[src/rtl/rpc_wmask_gen.sv]
// rtl/rpc_wmask_gen.sv - DRAM write-mask generator for RPC write commands
//
// Captures first/last beat strobes of each W burst into a small FIFO and,
// on every accepted write command (or split half), presents the 2-word
// DRAM mask for that command one cycle later.
//
// Ports:
//   clk_i, rst_ni                     clock, async active-low reset
//   w_valid_i, w_ready_i              W handshake (observed only)
//   w_last_i, w_strb_i                last-beat flag and beat strobes
//   w_full_o                          burst FIFO full
//   cmd_valid_i, cmd_ready_i          command handshake (observed only)
//   cmd_write_i, cmd_split_i          write flag, split code (0/1/2/3)
//   cmd_len_i                         beats-1 of the command
//   mask_o, mask_valid_o              registered DRAM mask and its valid
//   usage_o                           stored burst entries
//   err_mid_partial_o                 one-cycle pulse: partial middle beat
//   err_overflow_o, err_underflow_o,
//   err_seq_o                         sticky error flags

module rpc_wmask_gen #(
  parameter int unsigned StrbWidth = 32,
  parameter int unsigned BufDepth  = 4,
  parameter int unsigned LenWidth  = 6
) (
  input  logic                           clk_i,
  input  logic                           rst_ni,
  input  logic                           w_valid_i,
  input  logic                           w_ready_i,
  input  logic                           w_last_i,
  input  logic [StrbWidth-1:0]           w_strb_i,
  output logic                           w_full_o,
  input  logic                           cmd_valid_i,
  input  logic                           cmd_ready_i,
  input  logic                           cmd_write_i,
  input  logic [1:0]                     cmd_split_i,
  input  logic [LenWidth-1:0]            cmd_len_i,
  output logic [2*StrbWidth-1:0]         mask_o,
  output logic                           mask_valid_o,
  output logic [$clog2(BufDepth+1)-1:0]  usage_o,
  output logic                           err_mid_partial_o,
  output logic                           err_overflow_o,
  output logic                           err_underflow_o,
  output logic                           err_seq_o
);

  localparam int unsigned UsageW = $clog2(BufDepth + 1);
  localparam int unsigned PtrW   = (BufDepth > 1) ? $clog2(BufDepth) : 1;
  localparam logic [PtrW-1:0]      PtrLast   = PtrW'(BufDepth - 1);
  localparam logic [UsageW-1:0]    UsageFull = UsageW'(BufDepth);
  localparam logic [StrbWidth-1:0] Ones      = '1;

  logic [2*StrbWidth-1:0] mem_q [BufDepth];
  logic [PtrW-1:0]        wr_ptr_q, rd_ptr_q;
  logic [UsageW-1:0]      usage_q, usage_d;
  logic                   first_q;
  logic [StrbWidth-1:0]   first_mask_q;
  logic [StrbWidth-1:0]   held_l_q, held_l_d;
  logic [LenWidth-1:0]    len_q, len_d;
  logic                   pending_q, pending_d;
  logic [2*StrbWidth-1:0] mask_q, mask_d;
  logic                   mask_valid_q, mask_valid_d;
  logic                   mid_q, ovf_q, udf_q, seq_q;

  logic w_hs, push_req, wcmd_hs, pop_req, empty, full, push, pop;
  logic seq_evt, mid_evt;
  logic [2*StrbWidth-1:0] push_entry, rd_entry;
  logic [StrbWidth-1:0]   pop_f, pop_l;

  assign w_hs     = w_valid_i & w_ready_i;
  assign push_req = w_hs & w_last_i;
  assign wcmd_hs  = cmd_valid_i & cmd_ready_i & cmd_write_i;
  assign pop_req  = wcmd_hs & ~cmd_split_i[1];
  assign empty    = (usage_q == '0);
  assign full     = (usage_q == UsageFull);
  // No fall-through: a pop only sees entries stored before this cycle.
  assign pop      = pop_req & ~empty;
  // When full, a simultaneous pop frees a slot, so the push is a legal swap.
  assign push     = push_req & (~full | pop);
  assign mid_evt  = w_hs & ~first_q & ~w_last_i & (w_strb_i != Ones);

  // Single-beat bursts use the current strobe for both fields.
  assign push_entry = {(first_q ? w_strb_i : first_mask_q), w_strb_i};
  assign rd_entry   = mem_q[rd_ptr_q];
  assign pop_f      = rd_entry[2*StrbWidth-1:StrbWidth];
  assign pop_l      = rd_entry[StrbWidth-1:0];

  always_comb begin
    usage_d = usage_q;
    if (push && !pop)      usage_d = usage_q + UsageW'(1);
    else if (pop && !push) usage_d = usage_q - UsageW'(1);
  end

  always_comb begin
    mask_d       = mask_q;
    mask_valid_d = mask_valid_q;
    held_l_d     = held_l_q;
    len_d        = len_q;
    pending_d    = pending_q;
    seq_evt      = 1'b0;
    if (wcmd_hs) begin
      case (cmd_split_i)
        2'd0, 2'd1: begin
          seq_evt   = pending_q;
          pending_d = cmd_split_i[0];
          if (empty) begin
            mask_d       = '0;
            mask_valid_d = 1'b0;
          end else begin
            held_l_d     = pop_l;
            len_d        = cmd_len_i;
            mask_valid_d = 1'b1;
            if (cmd_split_i[0])
              mask_d = {pop_f, ((cmd_len_i == '0) ? pop_f : Ones)};
            else
              mask_d = {pop_f, pop_l};
          end
        end
        2'd2: begin
          if (pending_q) begin
            pending_d    = 1'b0;
            mask_d       = {((len_q == '0) ? held_l_q : Ones), held_l_q};
            mask_valid_d = 1'b1;
          end else begin
            seq_evt      = 1'b1;
            mask_d       = '0;
            mask_valid_d = 1'b0;
          end
        end
        default: begin
          seq_evt      = 1'b1;
          mask_d       = '0;
          mask_valid_d = 1'b0;
        end
      endcase
    end
  end

  // Entry storage needs no reset: usage and pointers define what is valid.
  always_ff @(posedge clk_i) begin
    if (push) mem_q[wr_ptr_q] <= push_entry;
  end

  always_ff @(posedge clk_i or negedge rst_ni) begin
    if (!rst_ni) begin
      wr_ptr_q     <= '0;
      rd_ptr_q     <= '0;
      usage_q      <= '0;
      first_q      <= 1'b1;
      first_mask_q <= '0;
      held_l_q     <= '0;
      len_q        <= '0;
      pending_q    <= 1'b0;
      mask_q       <= '0;
      mask_valid_q <= 1'b0;
      mid_q        <= 1'b0;
      ovf_q        <= 1'b0;
      udf_q        <= 1'b0;
      seq_q        <= 1'b0;
    end else begin
      if (w_hs) first_q <= w_last_i;
      if (w_hs && first_q) first_mask_q <= w_strb_i;
      if (push) wr_ptr_q <= (wr_ptr_q == PtrLast) ? '0 : wr_ptr_q + PtrW'(1);
      if (pop)  rd_ptr_q <= (rd_ptr_q == PtrLast) ? '0 : rd_ptr_q + PtrW'(1);
      usage_q      <= usage_d;
      held_l_q     <= held_l_d;
      len_q        <= len_d;
      pending_q    <= pending_d;
      mask_q       <= mask_d;
      mask_valid_q <= mask_valid_d;
      mid_q        <= mid_evt;
      ovf_q        <= ovf_q | (push_req & ~push);
      udf_q        <= udf_q | (pop_req & empty);
      seq_q        <= seq_q | seq_evt;
    end
  end

  assign w_full_o          = full;
  assign usage_o           = usage_q;
  assign mask_o            = mask_q;
  assign mask_valid_o      = mask_valid_q;
  assign err_mid_partial_o = mid_q;
  assign err_overflow_o    = ovf_q;
  assign err_underflow_o   = udf_q;
  assign err_seq_o         = seq_q;

endmodule

[config.mk]
export PLATFORM = sky130hd
export DESIGN_NAME = rpc_wmask_gen
export DESIGN_NICKNAME = d
export VERILOG_FILES = /design/src/rtl/rpc_wmask_gen.sv
export SDC_FILE = /design/constraint.sdc
export NUM_CORES = 1
export LEC_CHECK = 0
export BUFFER_PORTS_ARGS = -buffer_cell sky130_fd_sc_hd__buf_2
export CORE_ASPECT_RATIO = 1.5
export CORE_MARGIN = 1.5
export CORE_UTILIZATION = 35
export DETAILED_ROUTE_END_ITERATION = 7
export SLEW_MARGIN = 30
export SYNTH_ARGS = -nofsm -noshare
export SYNTH_HDL_FRONTEND = slang
export SYNTH_SLANG_ARGS = --single-unit
[constraint.sdc]
create_clock -name clk_i -period 2.9 [get_ports clk_i]
set_clock_uncertainty 0.2 [all_clocks]
set_input_delay 0.145 -clock clk_i [delete_from_list [all_inputs] [get_ports clk_i]]
set_output_delay 0.145 -clock clk_i [all_outputs]
set_load 0.03 [all_outputs]
Word level (Yosys, flattened, before mapping) --
Memories as Yosys holds them, arrays and structs flattened. Cells that the tools add are included.
Operators by class: add/subtract/negate cells 4, reduce and logical (&&, ||, !) cells 14, div/mod/pow operators 0, eq/ne operators 6, order comparisons 0, multiply operators 0, bitwise logic cells 22, muxes and demuxes 20, shift operators 0
Operators by type and width (count):
- $mux W32 | 4
- $mux W64 | 2
- $pmux W64 S2 | 1
- $ne A32 B32 Y1 const B | 1
- $and A1 B1 Y1 | 12
- $logic_not A6 Y1 | 2
- $eq A2 B2 Y1 const B | 3
- $mux W1 | 6
- $mux W3 | 2
- $not A1 Y1 | 6
- $pmux W1 S2 | 3
- $add A2 B1 Y2 const B | 2
- $mux W2 | 2
- $or A1 B1 Y1 | 4
- $reduce_bool A2 Y1 | 2
- $add A3 B1 Y3 const B | 1
- $eq A3 B3 Y1 const B | 1
- $logic_and A1 B1 Y1 | 3
- $logic_not A3 Y1 | 1
- $reduce_and A3 Y1 | 1
- $sub A3 B1 Y3 const B | 1
- $eq A2 B1 Y1 const B | 1
- $logic_not A1 Y1 | 2
- $logic_not A2 Y1 | 1
- other kinds (2) | 2
Word-level totals: bits of input ports 48, RAM bits 256, latch bits 0, memories 1, output and inout bits 73, bits in registers 148, memory bits (read-only) 0
Memories:
- mem_q | words 4, bits a word 64, rd ports 1, clocked after Yosys merged registers in 0, wr ports 1, RTL line 53 | logic [2*StrbWidth-1:0] mem_q [BufDepth];

Depth between registers and ports, before layout --
depth in word-level cells 10, mapped depth 10, mapped depth without buffers 9

Worst setup path before layout --
OpenSTA, ideal clock, no wires.
path kind reg2reg, from register usage_q[0], in the netlist usage_o[0], to memory mem_q[0][0] in the netlist's numbering, enable pin, buffers on the path 0, required time 2153 ps, stages on the path, launching flop included 4, slack -536 ps, arrival time 2689 ps, cell sequence dfrtp_1 nor3b_1 a21oi_1 and2_1
Between the ends: elaborated cells between the ends (all ways) 9, classes of those cells eq/ne (1); mux (2); bitwise (5); reduce/logical (1)
RTL lines:
- start, declared | RTL line 55 | logic [UsageW-1:0] usage_q, usage_d;
- start signal, assigned | RTL line 165 | usage_q <= usage_d;
- $eq A3 B3 Y1 | RTL line 75 | assign full = (usage_q == UsageFull);
- via w_full_o | RTL line 32 | output logic w_full_o,
- $not A1 Y1 | RTL line 79 | assign push = push_req & (~full | pop);
- $or A1 B1 Y1 | RTL line 79
- $and A1 B1 Y1 | RTL line 79
- via push | RTL line 65 | logic w_hs, push_req, wcmd_hs, pop_req, empty, full, push, pop;
- $mux W1 | RTL line 141 | if (push) mem_q[wr_ptr_q] <= push_entry;
- $mux W1 (not written as such) | RTL line 141
- end, declared | RTL line 53
The timed path passes the listed nets, and every way through them passes these cells.

Final worst setup path --
from register usage_q[0], in the netlist usage_o[0], to register usage_q[2], in the netlist usage_o[2]
Between the ends: word-level cells in the longest chain between the ends 8, elaborated cells between the ends (all ways) 16, classes of those cells add/sub (2); eq/ne (1); mux (2); bitwise (5); reduce/logical (6)
RTL lines:
- $logic_not A3 Y1 | RTL line 74 | assign empty = (usage_q == '0);
- $not A1 Y1 (no line)
- $and A1 B1 Y1 | RTL line 77 | assign pop = pop_req & ~empty;
- $or A1 B1 Y1 | RTL line 79
- $and A1 B1 Y1 | RTL line 79
- $logic_not A1 Y1 | RTL line 91 | else if (pop && !push) usage_d = usage_q - UsageW'(1);
- $logic_and A1 B1 Y1 | RTL line 91
- $reduce_bool A2 Y1 (no line)
Parallel ways exist; a longest one is shown, timed or not. The select of a mux whose other input is x is not followed. A chain may end at the register's enable or synchronous reset.

==> impl_metrics.env <==
export IMPL_status="complete, but fails checks"
export IMPL_violations="DRC, hold timing"
export IMPL_syn_area_per_cell_sq_um=17.1
export IMPL_ir_drop_uv=334
export IMPL_synth_cell_types=47
export IMPL_ys_top_cells_by_count="edfxtp_1, dfrtp_1, mux2_2"
export IMPL_final_antenna_net_count=0
export IMPL_synth_seq_area_share=0.690
export IMPL_path_clk_slew_ps=60
export IMPL_cellPowerDensity_mw_per_mm2=916
export IMPL_ff2ff_setup_slack_ps=360
export IMPL_async_reset_ff_frac=0.366
export IMPL_ys_flop_type="edfxtp_1"
export IMPL_cts_num_sinks=404
export IMPL_fin_nets=1189
export IMPL_root_buffer="clkbuf_16"
export IMPL_dieArea_sq_mm=0.0485
export IMPL_cp_end_kind="register"
export IMPL_min_from="cmd_ready_i"
export IMPL_antenna_cells=0
export IMPL_tns_ps=0
export IMPL_seqCellArea_sq_mm=0.0114
export IMPL_grt_overflow_total=0
export IMPL_fin_area_sq_mm=0.0195
export IMPL_drt_wl_total_mm=42.5
export IMPL_io_buffers=120
export IMPL_maxCapViolations=0
export IMPL_yosysTopAreaCellShare=0.466
export IMPL_period_share=0.877
export IMPL_slowest_stage="dfrtp_1"
export IMPL_drive_above_1_share=0.334
export IMPL_drc_errors=14
export IMPL_cts_htree_levels=2
export IMPL_grt_max_degree=72
export IMPL_hp_class="input port to register"
export IMPL_postLayoutCoreUtil=0.419
export IMPL_vias=9694
export IMPL_worst_r2r_endpoint="usage_o[2]$_DFFE_PN0P_"
export IMPL_tightest_slew_ps=868
export IMPL_crit_chain="or3_4 > and2_2 > inv_2 > ha_1 > inv_1 > fa_1 > xor2_1 > nor2_1 > xor2_1"
export IMPL_io_pins=121
export IMPL_grt_pass1_wl_mm=63.4
export IMPL_period_minus_slack_ps=2540
export IMPL_netlist_top_cell_by_area="edfxtp_1"
export IMPL_setup_worst_path_start_class="register"
export IMPL_viasPerCell=5.52
export IMPL_synthTopCellsByArea="edfxtp_1, dfrtp_1, mux4_2"
export IMPL_postSynthCellCount=968
export IMPL_cts_tree="built"
export IMPL_dpl_hpwl_mm=24.8
export IMPL_power_mw=17.9
export IMPL_arrival_ps=2790
export IMPL_crit_type="register to register"
export IMPL_firstDrtPassIters=7
export IMPL_synthesis_area_sq_mm=0.0165
export IMPL_synth_enable_flop_cells=256
export IMPL_syn_nets=1023
export IMPL_post_cts_resized=0
export IMPL_die_width_um=180
export IMPL_yosysMostFrequentCell="edfxtp_1"
export IMPL_clockBufferDepth=3
export IMPL_hold_path_cell_count=4
export IMPL_ys_seq_elements=404
export IMPL_setup_viol=0
export IMPL_path_max_fanout=7
export IMPL_r2r_start="usage_o[0]$_DFFE_PN0P_"
export IMPL_post_dp_cell_area_sq_mm=0.0179
export IMPL_slowest_delay_ps=450
export IMPL_fillCellCount=4218
export IMPL_rows=97
export IMPL_core_sq_mm=0.0466
export IMPL_grt_pass1_vias=10000
export IMPL_grt_use_total=0.176
export IMPL_area_delta_synth_final_pct=18.3
export IMPL_timing_fmax_mhz=393
export IMPL_postCtsSetupRepairBufs=0
export IMPL_place_gp_congestion=0.747
export IMPL_critPathMostFrequentCell="xor2_1"
export IMPL_min_to="err_underflow_o$_DFF_PN0_"
export IMPL_slew_viol_final=0
export IMPL_clk_latency_ps=540
export IMPL_cts_buffers=38
export IMPL_place_ws_ps=361
export IMPL_multiInputGateArea_sq_mm=0.00471
export IMPL_initial_utilization=0.354
export IMPL_hold_violations=1
export IMPL_holdBufCountCts=46
export IMPL_p_leak_nw=7.10
export IMPL_die_h_um=269
export IMPL_yosysWarnings=0
export IMPL_antenna_found_initial=3
export IMPL_wl_per_cell_um=24.2
export IMPL_required_ps=3140
export IMPL_relSlewSlack=0.422
export IMPL_hold_slack_ps=-11.6
export IMPL_drtIter0Drc=664
export IMPL_ff2ff_path_depth=9
export IMPL_setup_ws_ps=358
export IMPL_rsz0062_at_grt="no"
-- cell type report --
cell class                 count  area share
timing repair buffer         201      0.0746
sequential                   404       0.584
inverter                       6     0.00115
clock inverter                20     0.00782
multi-input combinational    483       0.242
tap                          594      0.0381
clock buffer                  49      0.0529
-- worst max-delay path, delay by kind of cell, from the launching register on --
family | cells | cell delay (ps)
xor gates and xnor gates | 2 | 300
adders and majority gates | 2 | 600
buffers and inverters | 2 | 200
DFF | 1 | 450
and+or+nand+nor | 3 | 730
-- logic make-up after synthesis --
group	share of synthesized area
AO/OA/AOI/OAI	0.0616
XOR/XNOR	0.00159
adder cells (fa/ha/maj)	0.00576
buffers and inverters	0.0257
flip-flops	0.690
multiplexers	0.167
AND/OR/NAND/NOR	0.0481
-- power by group --
part | internal (mW) | total (mW) | switching [mW]
registers | 7.27 | 8.05 | 0.780
clock network | 2.70 | 4.83 | 2.13
logic | 2.16 | 5.01 | 2.85
-- per-stage QoR --
| step | hold WS (ps) | std cells |
|---|---|---|
| global placement | 38.8 | 1642 |
| CTS | 4.72 | 1757 |
| global route | 21.7 | 1757 |
| finish | -11.6 | 1757 |
| detailed placement | 39.3 | 1642 |
| floorplan | -351 | 968 |
-- per-layer routing --
metal | GRT usage | share of wire | up-vias | wire, um
met4 | 0.0827 | 0.042 | 6 | 1780
met3 | 0.0282 | 0.049 | 105 | 2100
met2 | 0.326 | 0.53 | 314 | 22500
li1 | - | - | 4192 | -
met5 | 0 | 0.00071 | - | 30
met1 | 0.199 | 0.38 | 5077 | 16200
-- state kept, by name (all words and copies together), names as in the netlist --
| signal | flops |
|---|---|
| len_q | 6 |
| first_mask_q | 32 |
| err_mid_partial_o | 1 |
| err_overflow_o | 1 |
| usage_o | 3 |
| mem_q | 256 |
| wr_ptr_q | 2 |
| mask_o | 64 |
| err_underflow_o | 1 |
| first_q | 1 |
| pending_q | 1 |
| held_l_q | 32 |
| mask_valid_o | 1 |
| rd_ptr_q | 2 |
| err_seq_o | 1 |
-- layout by cell type (no fill, tap or decap), types with 32 or more instances in the layout --
cell type	n
o211ai_1	32
nand3_1	33
dlygate4sd3_1	46
clkbuf_16	39
nor3_1	32
buf_2	119
edfxtp_1	256
nand2_1	38
mux2_2	71
mux4_2	64
nor2_1	36
a32oi_1	32
dfrtp_1	145
-- worst max-delay path by stage --
stage | cells after the start | endpoint | start | slack, ps
6_report | 9 | usage_o[2]$_DFFE_PN0P_ | usage_o[0]$_DFFE_PN0P_ | 360
5_1_grt | 9 | usage_o[2]$_DFFE_PN0P_ | usage_o[0]$_DFFE_PN0P_ | 250
4_1_cts | 9 | usage_o[2]$_DFFE_PN0P_ | usage_o[0]$_DFFE_PN0P_ | 340
3_3_place_gp | 9 | usage_o[2]$_DFFE_PN0P_ | usage_o[0]$_DFFE_PN0P_ | 400
2_1_floorplan | 6 | usage_o[1]$_DFFE_PN0P_ | usage_o[0]$_DFFE_PN0P_ | 220
3_5_place_dp | 9 | usage_o[2]$_DFFE_PN0P_ | usage_o[0]$_DFFE_PN0P_ | 360
(Power assumes the default switching activity.)
